## config.mk

```make
export PLATFORM = sky130hd
export DESIGN_NAME = div_seq_unit
export DESIGN_NICKNAME = d
export VERILOG_FILES = /design/src/rtl/div_seq_unit.sv
export SDC_FILE = /design/constraint.sdc
export NUM_CORES = 1
export LEC_CHECK = 0
export CAP_MARGIN = 5
export CORE_ASPECT_RATIO = 2
export CORE_MARGIN = 10
export CORE_UTILIZATION = 30
export CTS_BUF_LIST = sky130_fd_sc_hd__clkbuf_8
export DETAILED_ROUTE_END_ITERATION = 8
export DONT_BUFFER_PORTS = 1
export GPL_ROUTABILITY_DRIVEN = 0
export SLEW_MARGIN = 20
export SYNTH_ARGS = -nofsm -noshare
export SYNTH_HDL_FRONTEND = slang
export SYNTH_SLANG_ARGS = --single-unit
export TNS_END_PERCENT = 20
```

## constraint.sdc

```tcl
create_clock -name Clock -period 4.43 [get_ports Clock]
set_input_delay 0.2215 -clock Clock [delete_from_list [all_inputs] [get_ports Clock]]
set_output_delay 0.2215 -clock Clock [all_outputs]
set_load 0.005 [all_outputs]
```

## src/rtl/div_seq_unit.sv

```systemverilog
// Iterative signed restoring divider with a start/busy/done handshake.
// Works on operand magnitudes for WIDTH steps, then applies the signs in a
// single fixup cycle. The quotient goes to ZLow and the remainder to ZHigh.
module div_seq_unit #(
   parameter int WIDTH = 32
) (
   input  logic             Clock,
   input  logic             Reset_n,
   input  logic             Start,
   input  logic [WIDTH-1:0] Dividend,
   input  logic [WIDTH-1:0] Divisor,
   output logic             Busy,
   output logic             Done,
   output logic             DivByZero,
   output logic [WIDTH-1:0] Quotient,
   output logic [WIDTH-1:0] Remainder
);

   localparam int CW = $clog2(WIDTH);

   typedef enum logic [1:0] {
      S_IDLE,
      S_ITER,
      S_FIXUP,
      S_DONE
   } state_t;

   state_t           state_q;
   logic [CW-1:0]    count_q;
   logic [WIDTH:0]   a_q, a_d;       // partial remainder, one guard bit
   logic [WIDTH-1:0] q_q, q_d;       // dividend magnitude shifting into quotient
   logic [WIDTH-1:0] m_q;            // divisor magnitude
   logic             sign_quot_q;
   logic             sign_rem_q;
   logic             busy_q, done_q, dbz_q;
   logic [WIDTH-1:0] quot_q, rem_q;

   logic [WIDTH:0]   a_shift, a_trial;
   logic [WIDTH-1:0] dvd_mag, dvs_mag;

   // Operand magnitudes and the next restoring step, computed from current state.
   always_comb begin
      // NOTE: every signal gets a value on every path here, so no latch is inferred.
      dvd_mag = Dividend[WIDTH-1] ? -Dividend : Dividend;
      dvs_mag = Divisor[WIDTH-1]  ? -Divisor  : Divisor;
      a_shift = {a_q[WIDTH-1:0], q_q[WIDTH-1]};
      a_trial = a_shift - {1'b0, m_q};
      if (a_trial[WIDTH]) begin
         a_d = a_shift;
         q_d = {q_q[WIDTH-2:0], 1'b0};
      end else begin
         a_d = a_trial;
         q_d = {q_q[WIDTH-2:0], 1'b1};
      end
   end

   // Control FSM and datapath registers; all outputs come straight from flops.
   always_ff @(posedge Clock) begin
      // NOTE: non-blocking assignments keep every register reading pre-edge values.
      if (!Reset_n) begin
         state_q     <= S_IDLE;
         count_q     <= '0;
         a_q         <= '0;
         q_q         <= '0;
         m_q         <= '0;
         sign_quot_q <= 1'b0;
         sign_rem_q  <= 1'b0;
         busy_q      <= 1'b0;
         done_q      <= 1'b0;
         dbz_q       <= 1'b0;
         quot_q      <= '0;
         rem_q       <= '0;
      end else begin
         case (state_q)
            S_IDLE: begin
               if (Start) begin
                  if (Divisor != '0) begin
                     q_q         <= dvd_mag;
                     m_q         <= dvs_mag;
                     a_q         <= '0;
                     sign_quot_q <= Dividend[WIDTH-1] ^ Divisor[WIDTH-1];
                     sign_rem_q  <= Dividend[WIDTH-1];
                     count_q     <= CW'(WIDTH - 1);
                     busy_q      <= 1'b1;
                     state_q     <= S_ITER;
                  end else begin
                     // Divide by zero skips the datapath entirely.
                     quot_q  <= '1;
                     rem_q   <= Dividend;
                     dbz_q   <= 1'b1;
                     done_q  <= 1'b1;
                     state_q <= S_DONE;
                  end
               end
            end
            S_ITER: begin
               a_q     <= a_d;
               q_q     <= q_d;
               count_q <= count_q - CW'(1);
               if (count_q == '0) begin
                  state_q <= S_FIXUP;
               end
            end
            S_FIXUP: begin
               quot_q  <= sign_quot_q ? -q_q : q_q;
               rem_q   <= sign_rem_q ? -a_q[WIDTH-1:0] : a_q[WIDTH-1:0];
               dbz_q   <= 1'b0;
               busy_q  <= 1'b0;
               done_q  <= 1'b1;
               state_q <= S_DONE;
            end
            S_DONE: begin
               done_q  <= 1'b0;
               state_q <= S_IDLE;
            end
            default: begin
               state_q <= S_IDLE;
            end
         endcase
      end
   end

   assign Busy      = busy_q;
   assign Done      = done_q;
   assign DivByZero = dbz_q;
   assign Quotient  = quot_q;
   assign Remainder = rem_q;

endmodule

```

# Yosys cells after proc, flatten, opt, wreduce, memory -nomap -nowiden
# Index checks and enable logic that the tools add are counted.
# totals
ff_bits	172
latch_bits	0
mem_bits_rw	0
mem_bits_ro	0
in_bits	67
out_inout_bits	67
word_cells	70
memories	0
# classes
n_addsub	6
multipliers	0
n_div	0
magnitude_cmp	0
eq_ne	7
shift	0
mux	32
n_bitwise	1
n_reduce_logical	12
# ops
op	n
$mux 32	13
$pmux 32 s2	4
$neg 32->32	4
$sub 33x32->33	1
$reduce_bool 32->1	1
$reduce_and 3->1	5
$mux 5	2
$pmux 5 s2	1
$ne 2x2->1 const B	4
$pmux 2 s4	1
$mux 2	3
$logic_not 5->1	1
$mux 1	5
$sub 5x1->5 const B	1
$eq 2x2->1 const B	2
$pmux 1 s2	2
$reduce_bool 2->1	2
$pmux 1 s3	1
$reduce_bool 3->1	1
$eq 2x1->1 const B	1
$logic_not 2->1	1
$reduce_and 2->1	1
$xor 1x1->1	1

# Longest topological paths before layout
# logic_depth
ltp_word	5
ltp_mapped	15
ltp_nobuf	13

# Worst setup path before layout
# No wires, ideal clock.
# synth_timing
kind	register -> register
startpoint	register q_q[31]
endpoint	register a_q[13]
arrival_ns	3.366
slack_ns	0.935
path_stages_with_launch	16
path_buffers	2
cell_sequence	dfxtp_1 inv_1 ha_1 fa_1 nand2b_1 a21oi_1 o21ai_0 a21oi_1 nand3b_1 a31oi_1 o31ai_1 xor2_1 buf_2 clkbuf_1 mux2i_1 o21ai_0
# synth_between
elab_chain_len	3
# synth_rtl
item	line_no	source
start, declared	31	logic [WIDTH-1:0] q_q, q_d;
start signal, assigned	78	q_q <= dvd_mag;
start signal, assigned	98	q_q <= q_d;
$sub 33x32->33	47	a_trial = a_shift - {1'b0, m_q};
$mux 32	48	if (a_trial[WIDTH]) begin
$pmux 32 s2	74	case (state_q)
end signal, assigned	63	a_q <= '0;
end signal, assigned	80	a_q <= '0;
end signal, assigned	97	a_q <= a_d;
end, declared	30	logic [WIDTH:0] a_q, a_d;
# No other way between the ends.
# A chain may end at the register's enable or synchronous reset.

# Final worst setup path
# layout_timing
startpoint	register q_q[31]
endpoint	register a_q[1]
# Same word-level chain as after synthesis.

==> flow_summary.yaml <==
grt:
  grt_pass1_vias: 9770
  overflow: 0
  grt_first_pass_wirelength_um: 56400
  grt_max_degree: 67
  grtUsageTotal: 0.157
  antenna_found_initial: 2
power_and_ir_drop:
  total_power_w: 0.00714
  p_switching_w: 0.00314
  power_frac_seq: 0.322
  internal-power_w: 0.00400
  powerDensity_nw_per_um2: 572
  switching_share: 0.440
  leakage_nw: 4.61
  pwr-share-clk: 0.173
  pwr-share-comb: 0.505
  max-vdd-ir-drop_v: 0.000377
drt:
  wl_per_cell_um: 19.6
  dr_total_vias: 9982
  first_iter_violations: 527
  drc: 0
  drt_first_pass_iters: 5
  antenna_left: 0
  vias_per_cell: 5.39
  wl_met2_um: 19400
  met1Wirelength_um: 13300
  highest_layer: "met4"
  wl_met3_um: 2110
  routed_wl_um: 36300
run_status:
  status: "completed"
yosys:
  synth_top_area_cell: "dfxtp_1"
  synth_edf_count: 0
  yosys.cell_types.count: 70
  synth.area.top_cells: "dfxtp_1 (31%), xor2_1 (6.4%), xnor2_1 (5.6%), ha_1 (4.9%), nand2_1 (4.6%)"
  ys.flop_type: "dfxtp_1"
  ys_ff_latch: 172
  avgSynthCellArea_um2: 8.04
  syn_inst: 1371
  ys_warn_count: 0
  synth_nets: 1482
  yosysSeqAreaShare: 0.313
  synthesis.area_um2: 11000
  async_flop_share: 0
  synth_top_area_share: 0.313
place:
  post_dp_cell_area_um2: 11400
  dp_slack_ns: 0.614
  io_buffers: 0
  dpl.hpwl_um: 26900
hold_path:
  hold_depth: 2
  hp-start: "Divisor[15]"
  min_to: "m_q[15]"
  hold_class: "in2reg"
sta:
  min_period_ns: 3.85
  timing.final.ws_setup_ns: 0.584
  finalSetupTns_ns: 0
  slew_violations: 0
  worst_slew_pin_slew_ns: 1.07
  slew_headroom: 0.283
  final_hold_viol_count: 0
  fmax_mhz: 260
  min_period_over_period: 0.868
  setup_violations: 0
  skew_ns: 0.0231
  rsz0062_at_grt: "false"
worst_setup_path:
  cp.arrival_ns: 4.26
  r2r_slack_ns: 0.58
  crit_chain: "inv_1, ha_1, fa_1, nand2b_1, a21oi_1, o21ai_0, a21oi_1, nand3b_1, a31oi_1, o31ai_1, xor2_4, buf_12, mux2i_1, a32o_1"
  critical_path_class: "reg2reg"
  worstReg2RegEnd: "a_q[1]"
  r2r_cells: 14
  crit_slowest_cell: "o31ai_1"
  endpoint_kind: "flop"
  cp_max_fo: 23
  cpPeakStageDelay_ns: 0.55
  cp.required_ns: 4.84
  crit_top_cell: "a21oi_1"
  r2r-start: "q_q[31]"
  start_kind: "flop"
layout:
  layout_commonest_cell: "dfxtp_1"
  nFillCells: 3856
  synthToLayoutAreaGrowth_pct: 13.3
  multiInputGateArea_um2: 6980
  stdcell_area_um2: 12500
  final_util: 0.343
  nets: 1493
  drive_gt1_frac: 0.0552
  seq_area_um2: 3440
  mostFrequentLayoutCells: "dfxtp_1 (172), nand2_1 (134), nor2_1 (101)"
clocking:
  cts_root_buf: "clkbuf_8"
  cts.clk_slew.worst_paths_ns: 0.10
  post_cts_buffers: 0
  numCtsBuffers: 17
  ctsHtreeMaxLevel: 4
  clock_sinks: 172
  cts_tree: "yes"
  clk_latency_ns: 0.52
  cts_buffer_depth: 2
die:
  rows: 99
  boundaryPins: 134
  die_h_um: 291
  dieArea_um2: 45300
  start_util: 0.303
  core_area_um2: 36400
  die_w_um: 156
job:
  max_cap_viol_count: 0
==> state kept, by name, indices dropped and copies added, names as in the netlist <==
name	flops
Remainder	32
state_q	2
sign_rem_q	1
m_q	32
DivByZero	1
a_q	32
Quotient	32
Busy	1
q_q	32
Done	1
sign_quot_q	1
count_q	5
==> through the flow <==
| step | hold WS (ns) | cells |
|---|---|---|
| after floorplan | 0.357 | 1371 |
| after global placement | 0.354 | 1751 |
| after detailed placement | 0.358 | 1753 |
| after CTS | 0.000533 | 1848 |
| after global routing | 0.0222 | 1851 |
| final | 0.0181 | 1851 |
==> worst max-delay path: cells and delay by family, from the launching register on <==
family / cells / cell delay (ns)
AOI/OAI and AO/OA: 6 / 1.55
adders and majority gates: 2 / 0.63
DFF: 1 / 0.37
xor gates and xnor gates: 1 / 0.32
muxes: 1 / 0.10
buffers and inverters: 2 / 0.33
and+or+nand+nor: 2 / 0.41
==> worst max-delay path by stage <==
stage | from | to | depth (start not counted)
after global routing | q_q[31] | a_q[13] | 14
after detailed placement | q_q[31] | a_q[0] | 14
after CTS | q_q[31] | a_q[1] | 14
after global placement | Divisor[12] | Remainder[0] | 11
after floorplan | q_q[31] | a_q[13] | 15
final | q_q[31] | a_q[1] | 14
==> kinds of logic (layout without fill, tap and decap cells) <==
kind of cell | after synthesis | count (layout) | synth area share
AO/OA/AOI/OAI | 430 | 430 | 0.257
AND/OR/NAND/NOR | 397 | 397 | 0.176
flip-flops | 172 | 172 | 0.313
XOR/XNOR | 152 | 152 | 0.121
buffers and inverters | 148 | 171 | 0.0573
adder cells (fa/ha/maj) | 44 | 44 | 0.0506
multiplexers | 28 | 28 | 0.0256
other | 0 | 3 | 0
==> repair_timing <==
action | CTS | global route
hold buffers | 64 | 0
endpoints found under the hold margin | 86 | 0
gates resized for setup | 0 | 0
endpoints found under the setup margin | 0 | 0
==> cells in the mapped netlist, types with 4 or more instances <==
library cell	instances
nand4_1	8
or2_2	10
or4_1	17
o221ai_1	7
a221oi_1	5
o31ai_1	28
a211oi_1	35
clkbuf_1	55
dfxtp_1	172
nand2b_1	10
nor3_1	10
nand2_1	134
nand3b_1	7
xor2_1	81
inv_1	58
nor2_1	101
nand3_1	17
buf_2	22
nor2b_1	7
and2_1	26
a311oi_1	20
a21oi_1	88
a22oi_1	47
a21o_1	18
o21a_1	4
o22ai_1	6
a31oi_1	13
a32oi_1	6
o41ai_1	20
or3_1	26
o21ai_0	88
xnor2_1	71
o21ai_1	21
buf_6	4
nor4_1	8
ha_1	43
buf_4	5
mux2i_1	27
==> power by group through the flow <==
stage / combinational, W / sequential (W) / clock (W)
2_1_floorplan: 0.00279 / 0.00219 / 0
3_3_place_gp: 0.00342 / 0.00234 / 0
3_5_place_dp: 0.00353 / 0.00235 / 0
4_1_cts: 0.00361 / 0.00232 / 0.00127
5_1_grt: 0.00399 / 0.00237 / 0.00133
6_report: 0.00360 / 0.00230 / 0.00123
==> routing by layer <==
layer,track usage,vias to the layer above
met5,0,-
met4,0.0775,0
met3,0.0346,62
met1,0.162,4705
li1,-,4965
met2,0.288,250
==> area by class of cell <==
| class | instances | area share |
|---|---|---|
| diodes | 3 | 0.000601 |
| clock buffers | 19 | 0.0209 |
| clock inverters | 12 | 0.0137 |
| inverters | 59 | 0.0178 |
| multi-input cells | 1051 | 0.559 |
| flip-flops and latches | 172 | 0.276 |
| well taps | 454 | 0.0455 |
| repair buffers | 81 | 0.0666 |
Power figures use the tool's default switching activity.
